===== src/rtl/clock_pkg.sv =====
// Shared constants for the digital-clock design: 50 MHz cycle counts for
// push-button timing and the index of each DE2 key in the key bus.
package clock_pkg;

   localparam int DEBOUNCE_20MS = 1_000_000;
   localparam int LONG_1S       = 50_000_000;
   localparam int REPEAT_200MS  = 10_000_000;

   localparam int KEY_ADD = 0;
   localparam int KEY_CLR = 1;
   localparam int KEY_ADJ = 2;
   localparam int KEY_SEL = 3;

endpackage


===== src/rtl/key_debounce_ch.sv =====
// One push-button channel: synchroniser, stable-time debounce, and the
// press/release/long/repeat event generators built on the debounced level.
module key_debounce_ch
   import clock_pkg::*;
#(
   parameter int DEBOUNCE_CYCLES = DEBOUNCE_20MS,
   parameter int LONG_CYCLES     = LONG_1S,
   parameter int REPEAT_CYCLES   = REPEAT_200MS
) (
   input  logic clk,
   input  logic rst_n,
   input  logic key_n,
   output logic key_level,
   output logic key_press,
   output logic key_release,
   output logic key_long,
   output logic key_repeat
);

   localparam int DEB_W  = $clog2(DEBOUNCE_CYCLES + 1);
   localparam int HOLD_W = $clog2(LONG_CYCLES + 1);
   localparam int REP_W  = $clog2(REPEAT_CYCLES + 1);

   localparam logic [DEB_W-1:0]  DEB_LAST = DEB_W'(DEBOUNCE_CYCLES - 1);
   localparam logic [HOLD_W-1:0] HOLD_PRE = HOLD_W'(LONG_CYCLES - 1);
   localparam logic [HOLD_W-1:0] HOLD_MAX = HOLD_W'(LONG_CYCLES);
   localparam logic [REP_W-1:0]  REP_LAST = REP_W'(REPEAT_CYCLES - 1);

   logic              sync_q;
   logic              raw_p;
   logic [DEB_W-1:0]  deb_cnt;
   logic [HOLD_W-1:0] hold_cnt;
   logic [REP_W-1:0]  rep_cnt;

   logic differ;
   logic accept;
   logic level_next;
   logic hold_full;
   logic long_due;
   logic repeat_due;

   // A level change is accepted only once the counter has seen the full
   // stable window; long/repeat are suppressed on the edge that releases.
   always_comb begin
      differ     = (raw_p != key_level);
      accept     = differ && (deb_cnt == DEB_LAST);
      level_next = accept ? raw_p : key_level;
      hold_full  = (hold_cnt == HOLD_MAX);
      long_due   = key_level && level_next && (hold_cnt == HOLD_PRE);
      repeat_due = key_level && level_next && hold_full && (rep_cnt == REP_LAST);
   end

   // Two-stage synchroniser on the inverted button so raw_p is 1 when pressed.
   always_ff @(posedge clk or negedge rst_n) begin
      if (!rst_n) begin
         sync_q <= 1'b0;
         raw_p  <= 1'b0;
      end else begin
         sync_q <= ~key_n;
         raw_p  <= sync_q;
      end
   end

   // Debounce counter restarts from zero on any glitch back to the current level.
   always_ff @(posedge clk or negedge rst_n) begin
      if (!rst_n) begin
         deb_cnt     <= '0;
         key_level   <= 1'b0;
         key_press   <= 1'b0;
         key_release <= 1'b0;
      end else begin
         key_press   <= accept && raw_p;
         key_release <= accept && !raw_p;
         key_level   <= level_next;
         if (!differ || accept)
            deb_cnt <= '0;
         else
            deb_cnt <= deb_cnt + 1'b1;
      end
   end

   // Hold count saturates at the long-press point; the repeat counter then
   // runs freely and wraps once per repeat period.
   always_ff @(posedge clk or negedge rst_n) begin
      if (!rst_n) begin
         hold_cnt   <= '0;
         rep_cnt    <= '0;
         key_long   <= 1'b0;
         key_repeat <= 1'b0;
      end else begin
         key_long   <= long_due;
         key_repeat <= repeat_due;
         if (!key_level)
            hold_cnt <= '0;
         else if (!hold_full)
            hold_cnt <= hold_cnt + 1'b1;
         if (!key_level || !hold_full || (rep_cnt == REP_LAST))
            rep_cnt <= '0;
         else
            rep_cnt <= rep_cnt + 1'b1;
      end
   end

endmodule


===== src/rtl/key_debounce.sv =====
// Conditions the DE2 push-buttons: one independent debounce channel per key.
module key_debounce
   import clock_pkg::*;
#(
   parameter int N_KEYS          = 4,
   parameter int DEBOUNCE_CYCLES = DEBOUNCE_20MS,
   parameter int LONG_CYCLES     = LONG_1S,
   parameter int REPEAT_CYCLES   = REPEAT_200MS
) (
   input  logic              CLOCK_50,
   input  logic              rst_n,
   input  logic [N_KEYS-1:0] KEY,
   output logic [N_KEYS-1:0] key_level,
   output logic [N_KEYS-1:0] key_press,
   output logic [N_KEYS-1:0] key_release,
   output logic [N_KEYS-1:0] key_long,
   output logic [N_KEYS-1:0] key_repeat
);

   for (genvar i = 0; i < N_KEYS; i++) begin : g_ch
      key_debounce_ch #(
         .DEBOUNCE_CYCLES(DEBOUNCE_CYCLES),
         .LONG_CYCLES    (LONG_CYCLES),
         .REPEAT_CYCLES  (REPEAT_CYCLES)
      ) u_ch (
         .clk        (CLOCK_50),
         .rst_n      (rst_n),
         .key_n      (KEY[i]),
         .key_level  (key_level[i]),
         .key_press  (key_press[i]),
         .key_release(key_release[i]),
         .key_long   (key_long[i]),
         .key_repeat (key_repeat[i])
      );
   end

endmodule


===== config.mk =====
export PLATFORM = sky130hd
export DESIGN_NAME = key_debounce
export DESIGN_NICKNAME = d
export VERILOG_FILES = /design/src/rtl/clock_pkg.sv /design/src/rtl/key_debounce_ch.sv /design/src/rtl/key_debounce.sv
export SDC_FILE = /design/constraint.sdc
export NUM_CORES = 1
export LEC_CHECK = 0
export CAP_MARGIN = 20
export CORE_MARGIN = 2
export CORE_UTILIZATION = 45
export CTS_CLUSTER_DIAMETER = 30
export DETAILED_ROUTE_END_ITERATION = 8
export PLACE_DENSITY = 0.66
export SLEW_MARGIN = 20
export SYNTH_ARGS = -nofsm -noshare
export SYNTH_HDL_FRONTEND = slang
export SYNTH_SLANG_ARGS = --single-unit

===== constraint.sdc =====
create_clock -name CLOCK_50 -period 4.4 [get_ports CLOCK_50]
set_input_delay 0.88 -clock CLOCK_50 [delete_from_list [all_inputs] [get_ports CLOCK_50]]
set_output_delay 0.88 -clock CLOCK_50 [all_outputs]
set_load 0.01 [all_outputs]

; Yosys cells after proc, flatten, opt, wreduce, memory -nomap -nowiden
; Index checks and enable logic that the tools add are counted.
[word_totals]
reg_bits = 308
inputBits = 6
output_inout_bits = 20
word_cells = 156
[op_classes]
n_addsub = 12
eq_ne = 24
n_mux = 20
bitwise = 4
reduce_logical = 56
[op_table]
columns = operator, count
row1 = $eq 26x26->1 const B, 8
row2 = $mux 26, 8
row3 = $add 26x1->26 const B, 4
row4 = $add 24x1->24 const B, 4
row5 = $eq 24x24->1 const B, 4
row6 = $mux 24, 4
row7 = $add 20x1->20 const B, 4
row8 = $eq 20x20->1 const B, 4
row9 = $mux 20, 4
row10 = $logic_and 1x1->1, 28
row11 = $logic_not 1->1, 16
row12 = $logic_or 1x1->1, 12
row13 = $ne 2x2->1 const B, 4
row14 = $mux 1, 4
row15 = $ne 1x1->1, 4
row16 = $not 1->1, 4

; Depth between registers and ports, before layout
; Gate-level depths: netlist (run 1).
[depth]
word_depth = 6
ltp_mapped = 8
mapped_depth_nobuf = 6

; Hierarchy
; A second synthesis (run 1) with hierarchy kept.
[hier_totals]
hier_cells = 1628
hier_area_um2 = 15812.7
[modules_own_cells]
columns = module, n_inst, cells_per_inst, area_per_inst_um2, seq_area_each_um2
row1 = key_debounce_ch (g_ch[0].u_ch ...), 3, 407, 3950.0, 1926.8
row2 = key_debounce_ch (g_ch[1].u_ch), 1, 407, 3962.6, 1926.8

; Worst setup path after synthesis (run 1)
; OpenSTA, ideal clock, no wires.
[synth_path]
path_type = register -> register
start = register g_ch[2].u_ch.rep_cnt[0]
end = register g_ch[2].u_ch.rep_cnt[14]
setup_time_ns = 0.121
t_arrival_ns = 1.717
required_time_ns = 4.279
slack_ns = 2.562
stages_incl_launch_ff = 8
path_buffers = 1
synth_period_minus_slack_ns = 1.838
path_cell_list = dfrtp_1 ha_1 and3_1 nand3_1 nor4_1 nand3b_1 buf_2 nor2_1
[synth_via]
elab_chain_cells = 3
elab_cells_between_ends = 4
cone_classes = add/sub (1) / eq/ne (1) / mux (1) / reduce/logical (1)
[synth_lines]
columns = element, line
row1 = from (decl), key_debounce_ch.sv:33  ; logic [REP_W-1:0] rep_cnt;
row2 = from (signal assigned), key_debounce_ch.sv:100  ; rep_cnt <= rep_cnt + 1'b1;
row3 = "parallel branches: the longest is 2 deep, another holds $add 24x1->24", -
row4 = $mux 24 (*), key_debounce_ch.sv:97  ; if (!key_level || !hold_full || (rep_cnt == REP_LAST))
; Mark *: on every way between the ends.
; A chain may end at the register's enable or synchronous reset.

; Worst setup path in the final report (run 1)
[layout_path]
start = register g_ch[2].u_ch.key_level
end = output port key_level[2]
[layout_rtl]
columns = element, line
row1 = from (decl), key_debounce_ch.sv:13  ; output logic key_level,
row2 = from (signal assigned), key_debounce_ch.sv:74  ; key_level <= level_next;
row3 = to (decl), key_debounce.sv:13  ; output logic [N_KEYS-1:0] key_level,
; No word-level cell between the ends.

==> results of run 1 <==
[cells in the final DEF (no fill, tap or decap), drive strengths merged, types with 2 or more instances in the layout]
master         instances
nor3b                 11
xnor2                121
clkdlybuf4s50         24
or3                   18
nor2                 229
nor4bb                 7
nor2b                 17
and4b                  2
a21boi                14
nand3b                 4
inv                   44
o21a                   4
nor3                  43
bufinv                10
or2                    4
nand3                106
nand2                 89
or4                    5
buf                    7
mux2i                  5
ha                    16
nor4                  34
nand2b                 6
nor4b                 13
and2                  86
dfrtp                308
xor2                 123
clkinvlp               9
nand4                 67
and3                  39
and4                  30
o21ai                 14
clkinv                20
clkbuf                84
mux2                   4
[stage by stage]
step / hold slack [ns] / utilization (%)
finish: 0.345 / 54.6
CTS: 0.348 / 54.6
global route: 0.353 / 54.6
global placement: 0.335 / 47.2
detailed placement: 0.337 / 47.2
floorplan: 0.331 / -
[state kept, by name, summed over array words and instances (netlist names)]
name                   cells
g_ch.u_ch.hold_cnt       104
g_ch.u_ch.rep_cnt         96
g_ch.u_ch.deb_cnt         80
g_ch.u_ch.key_level        4
g_ch.u_ch.key_long         4
g_ch.u_ch.key_press        4
g_ch.u_ch.key_release      4
g_ch.u_ch.key_repeat       4
g_ch.u_ch.raw_p            4
g_ch.u_ch.sync_q           4
[per-layer routing]
metal / vias up / wire (um) / track usage, %
met2: 131 / 12700 / 26.1
met5: - / 0 / 0
met4: 0 / 600 / 6.45
met1: 5141 / 13400 / 22.0
li1: 5279 / - / -
met3: 47 / 894 / 3.57
[cells in the mapped netlist (4+ instances only)]
cell      count  area share, %
o21ai_0      14           0.46
buf_2        12           0.40
clkbuf_1     20           0.49
or2_2         4           0.16
nor3_1       40            1.3
nand4_1      65            2.7
nor2_1      229            5.7
dfrtp_1     308             51
nor4bb_1      7           0.46
nand3_1     105            3.5
nor4b_1      12           0.69
xnor2_1     121            7.0
nor3b_1      11           0.54
nand3b_1      4           0.20
inv_1        40           0.99
a21boi_0     11           0.54
mux2i_1       5           0.33
nor4_1       33            1.4
and4_1       30            1.7
or3_1        18           0.74
buf_4        20           0.99
o21a_1        4           0.20
nand2_1      89            2.2
nor2b_1      17           0.70
ha_1         16            1.3
nand2b_1      6           0.25
xor2_1      123            7.1
and2_1       86            3.5
and3_1       39            1.6
or4_1         4           0.20
mux2_2        4           0.30
[layout make-up]
cell class,count,area share [%]
repair buffers,31,1.85
well taps,448,3.08
clock inverters,43,2.90
inverters,40,0.824
multi-input cells,1116,38.5
flip-flops and latches,308,42.3
clock buffers,84,10.6
[final timing paths]
kind,depth (start not counted),end
worst max-delay path,1,key_level[2]
worst min-delay path,0,g_ch[0].u_ch.raw_p
worst max register to register,6,g_ch[2].u_ch.rep_cnt[10]
worst min register to register,0,g_ch[0].u_ch.raw_p
max in group asynchronous,2,g_ch[3].u_ch.rep_cnt[18]
min in group asynchronous,1,g_ch[0].u_ch.hold_cnt[21]
[cell families after synthesis]
group / share of synthesized area [%]
multiplexers: 0.627
AO/OA/AOI/OAI: 1.39
flip-flops: 50.8
XOR/XNOR: 14.1
adder cells (fa/ha/maj): 1.32
buffers and inverters: 2.97
AND/OR/NAND/NOR: 28.8
[report_power, final]
part,total [W],switching [W],internal [W],leakage [nW]
Sequential,0.00287,0.0000121,0.00285,4.28
Clock,0.00534,0.00163,0.00371,1.19
Combinational,0.0000931,0.0000720,0.0000211,2.20
Total,0.00830,0.00171,0.00658,7.67
==> reports/results.ini, run 1 <==
[critical_path]
cp_top_family=flip-flops
crit_chain=clkdlybuf4s50_1
cp-end-kind=output pin
rr_startpoint=g_ch[2].u_ch.rep_cnt[0]
cp-startpoint=g_ch[2].u_ch.key_level
critPathMaxFanout=34
crit_type=reg2out
required_ns=3.52
max_stage_delay_ns=0.89
timing.reg2reg.setup_slack_ns=1.85
crit_buf_inv=1
cp-start-kind=flop
arrival_ns=2.13
cpMaxStageDelayCell=dfrtp_1

[clock_tree]
cts.repair.resized=0
cts.sinks=308
numCtsBuffers=72
cts_tree=yes
clk_path_buf_depth=3
clk_pin_slew_ns=0.05
clk_latency_ns=0.56
cts_root_buf=clkbuf_16
cts_hold_buf=0
post_cts_buffers=0
ctsHtreeMaxLevel=3

[die]
fp-row-count=67
coreArea_um2=33400
die_x_um=188
dieArea_um2=35200
start_util_pct=45.5
ios=26
die_h_um=188

[detailed_routing]
drt-initial-drc-count=446
dr.pass1.iters=5
vias_per_cell=5.12
antenna_left=0
post_drt_wl_per_cell_um=13.3
num_vias=10600
drc=0
wirelength_mm=27.6

[outcome]
status=finished, final reports clean

[pwr]
ir_worst_vdd_uv=381
finalPower_w=0.00830
power_leakage_nw=7.67
powerDensity_nw_per_um2=455

[logic_synthesis]
synth_cells=1518
synth.distinct_cells=46
synthArstFlopShare_pct=100
syn_avg_cell_area_um2=9.99
seq_area_frac_synth_pct=50.8
ys_seq_elements=308
syn-cell-area_um2=15200
synth-main-ff-cell=dfrtp_1
synth_edf_count=0
yosysWarningCount=0
synth_fp_nets=1540

[final_layout]
multi_input_area_um2=7010
fillers=2972
fin_cells=2070
nets=1591
area_delta_synth_final_pct=20.2
antenna_cells=0
drive_gt1_share_pct=8.94
seqCellArea_um2=7710
final_area_um2=18200

[sta]
slew_violations=0
fin_skew_ns=0.0324
rsz0062_at_grt=no
fin_tns_setup_ns=0
finalSetupViolCount=0
period_share_pct=68.4
tightest_slew_ns=0.924
min_period_ns=3.01
max_slew_margin_pct=37.5
hold_violations=0
worst_slack_ns=1.39
fmax_mhz=332

[worst_hold_path]
min_from=g_ch[0].u_ch.sync_q
hold_path_class=reg2reg

[grt]
globalRouteTotalUtil_pct=16.4
antenna_found_initial=0
grt_max_degree=113
grt-ovfl-total=0
grt_pass1_vias=10800
grt_pass1_wl_mm=49.6

[placed_design]
place.port_buffers=25
dp.cells=1943
post-place-ws_ns=1.81
place_area_um2=15800
dp_hpwl_mm=16.8
place_congestion=0.799

[job]
maxCapViolCount=0

Power figures use the tool's default switching activity.
==> run 2: changes to the inputs <==
Clock period 4.4 ns to 3.1 ns, I/O delays scaled along.
==> run 2 against run 1 <==
Compared with the run above:
- flip-flop and latch count unchanged
- critical path depth unchanged
- combinational power rose by 48%
- sequential power rose by 42%
- design area grew 0.64%
- first-iteration DRC count rose by 9.0%
- worst setup slack worse by 0.85 ns
==> reports/results.ini, run 2 (synthesized netlist as in run 1, its figures left out) <==
[detailed_routing]
drc=0
drt-initial-drc-count=486
wirelength_mm=28.1
dr.pass1.iters=5
antenna_left=0
post_drt_wl_per_cell_um=13.5
vias_per_cell=5.12
num_vias=10700

[sta]
fin_skew_ns=0.0192
tightest_slew_ns=0.933
slew_violations=0
fmax_mhz=391
finalSetupViolCount=0
max_slew_margin_pct=36.9
rsz0062_at_grt=no
fin_tns_setup_ns=0
period_share_pct=82.5
hold_violations=0
min_period_ns=2.56

[final_layout]
fin_cells=2083
largest_reg_flops=104
final_area_um2=18300
drive_gt1_share_pct=9.36
reg.largest.list=g_ch.u_ch.hold_cnt (104), g_ch.u_ch.rep_cnt (96), g_ch.u_ch.deb_cnt (80)
fillers=2949
seqCellArea_um2=7710
antenna_cells=0
mostFrequentLayoutCell=dfrtp_1
area_delta_synth_final_pct=20.9
nets=1600
multi_input_area_um2=7010
final_cell_mix=dfrtp_1 (308), nor2_1 (229), xor2_1 (123), xnor2_1 (121), nand3_1 (105)
regMostFlops=g_ch.u_ch.hold_cnt

[placed_design]
place.port_buffers=25
dp.cells=1951
place_area_um2=15800
dp_hpwl_mm=17.5
place_congestion=0.785

[pwr]
switching_share_pct=20.5
internal_power_w=0.00943
combPwrFrac_pct=1.2
ir_worst_vdd_uv=458
p_sw_w=0.00244
power_leakage_nw=7.72
seq_power_share_pct=34.3
powerDensity_nw_per_um2=647
power_frac_clock_pct=64.6

[grt]
grt_pass1_wl_mm=49.9
grt_max_degree=67
top_usage_layer=met2
grt_use_met1_pct=22.5
use_met2_pct=26.0
grt_pass1_vias=10800
gr-usage-met3_pct=3.80
grt-ovfl-total=0
antenna_found_initial=0
globalRouteTotalUtil_pct=16.6

[critical_path]
max_stage_delay_ns=0.72
crit_type=reg2out
required_ns=2.48
critPathMaxFanout=21
cp-end-kind=output pin
cpMaxStageDelayCell=dfrtp_1
crit_chain=clkdlybuf4s50_1
cp-startpoint=g_ch[2].u_ch.key_level
cp_top_family=flip-flops
rr_startpoint=g_ch[2].u_ch.rep_cnt[0]
arrival_ns=1.94
crit_buf_inv=1
cp-start-kind=flop

[die]
ios=26
fp-row-count=67
start_util_pct=45.5
die_x_um=188
dieArea_um2=35200
die_h_um=188
coreArea_um2=33400

[clock_tree]
clk_latency_ns=0.56
post_cts_buffers=0
cts_tree=yes
cts.sinks=308
cts_root_buf=clkbuf_16
numCtsBuffers=72
ctsHtreeMaxLevel=3
clk_path_buf_depth=3
clk_pin_slew_ns=0.05

[job]
maxCapViolCount=0

[worst_hold_path]
hold_path_class=reg2reg
min_from=g_ch[2].u_ch.sync_q

[outcome]
status=finished, final reports clean

## run 2: cell types whose count changed in the layout (fill, tap and decap cells not counted), moves of 2 or more
cell | previous run | this run
clkinv_4 | 4 | 2
clkinv_2 | 15 | 9
clkbuf_1 | 6 | 10
buf_4 | 3 | 11
clkbuf_8 | 4 | 8
inv_6 | 4 | 7
## run 2: layout make-up
class	instances	area share [%]
multi-input cells	1116	38.2
repair buffers	40	2.22
clock inverters	38	2.62
well taps	448	3.06
flip-flops and latches	308	42.0
inverters	40	0.819
clock buffers	93	11.0
## run 2: through the flow
step / total power, W / setup WS (ns) / util [%] / hold slack, ns
after global placement: 0.00427 / 1.00 / 47.4 / 0.333
after detailed placement: 0.00427 / 0.924 / 47.4 / 0.335
final: 0.0119 / 0.543 / 55.0 / 0.338
after CTS: 0.0121 / 0.504 / 55.0 / 0.339
after global routing: 0.0123 / 0.436 / 55.0 / 0.350
after floorplan: 0.00416 / 1.26 / - / 0.324
## run 2: repair_timing
item,4_1_cts,5_1_grt
hold buffers,1,0
hold endpoints to repair,6,0
resized for setup,0,0
## run 2: per-layer routing
metal  wire length (um)  up-vias
li1                   -     5296
met1              13700     5162
met2              12700      144
met3                948       60
met4                702        0
met5                  0        -
## run 2: power groups by stage
stage                     Combinational [W]  Clock [W]  Sequential, W
after global placement             0.000145          0        0.00413
final                              0.000138    0.00766        0.00407
after global routing               0.000166    0.00806        0.00407
after floorplan                   0.0000361          0        0.00413
after detailed placement           0.000145          0        0.00413
after CTS                          0.000147    0.00784        0.00407
## run 2: worst paths after layout
check	endpoint	slack, ns	cells past startpoint
setup / recovery	key_level[2]	0.54	1
hold / removal	g_ch[2].u_ch.raw_p	0.34	0
setup reg to reg	g_ch[2].u_ch.rep_cnt[10]	0.91	7
hold reg to reg	g_ch[2].u_ch.raw_p	0.34	0
max in group asynchronous	g_ch[3].u_ch.key_press	1.75	3
min in group asynchronous	g_ch[0].u_ch.hold_cnt[15]	0.59	2
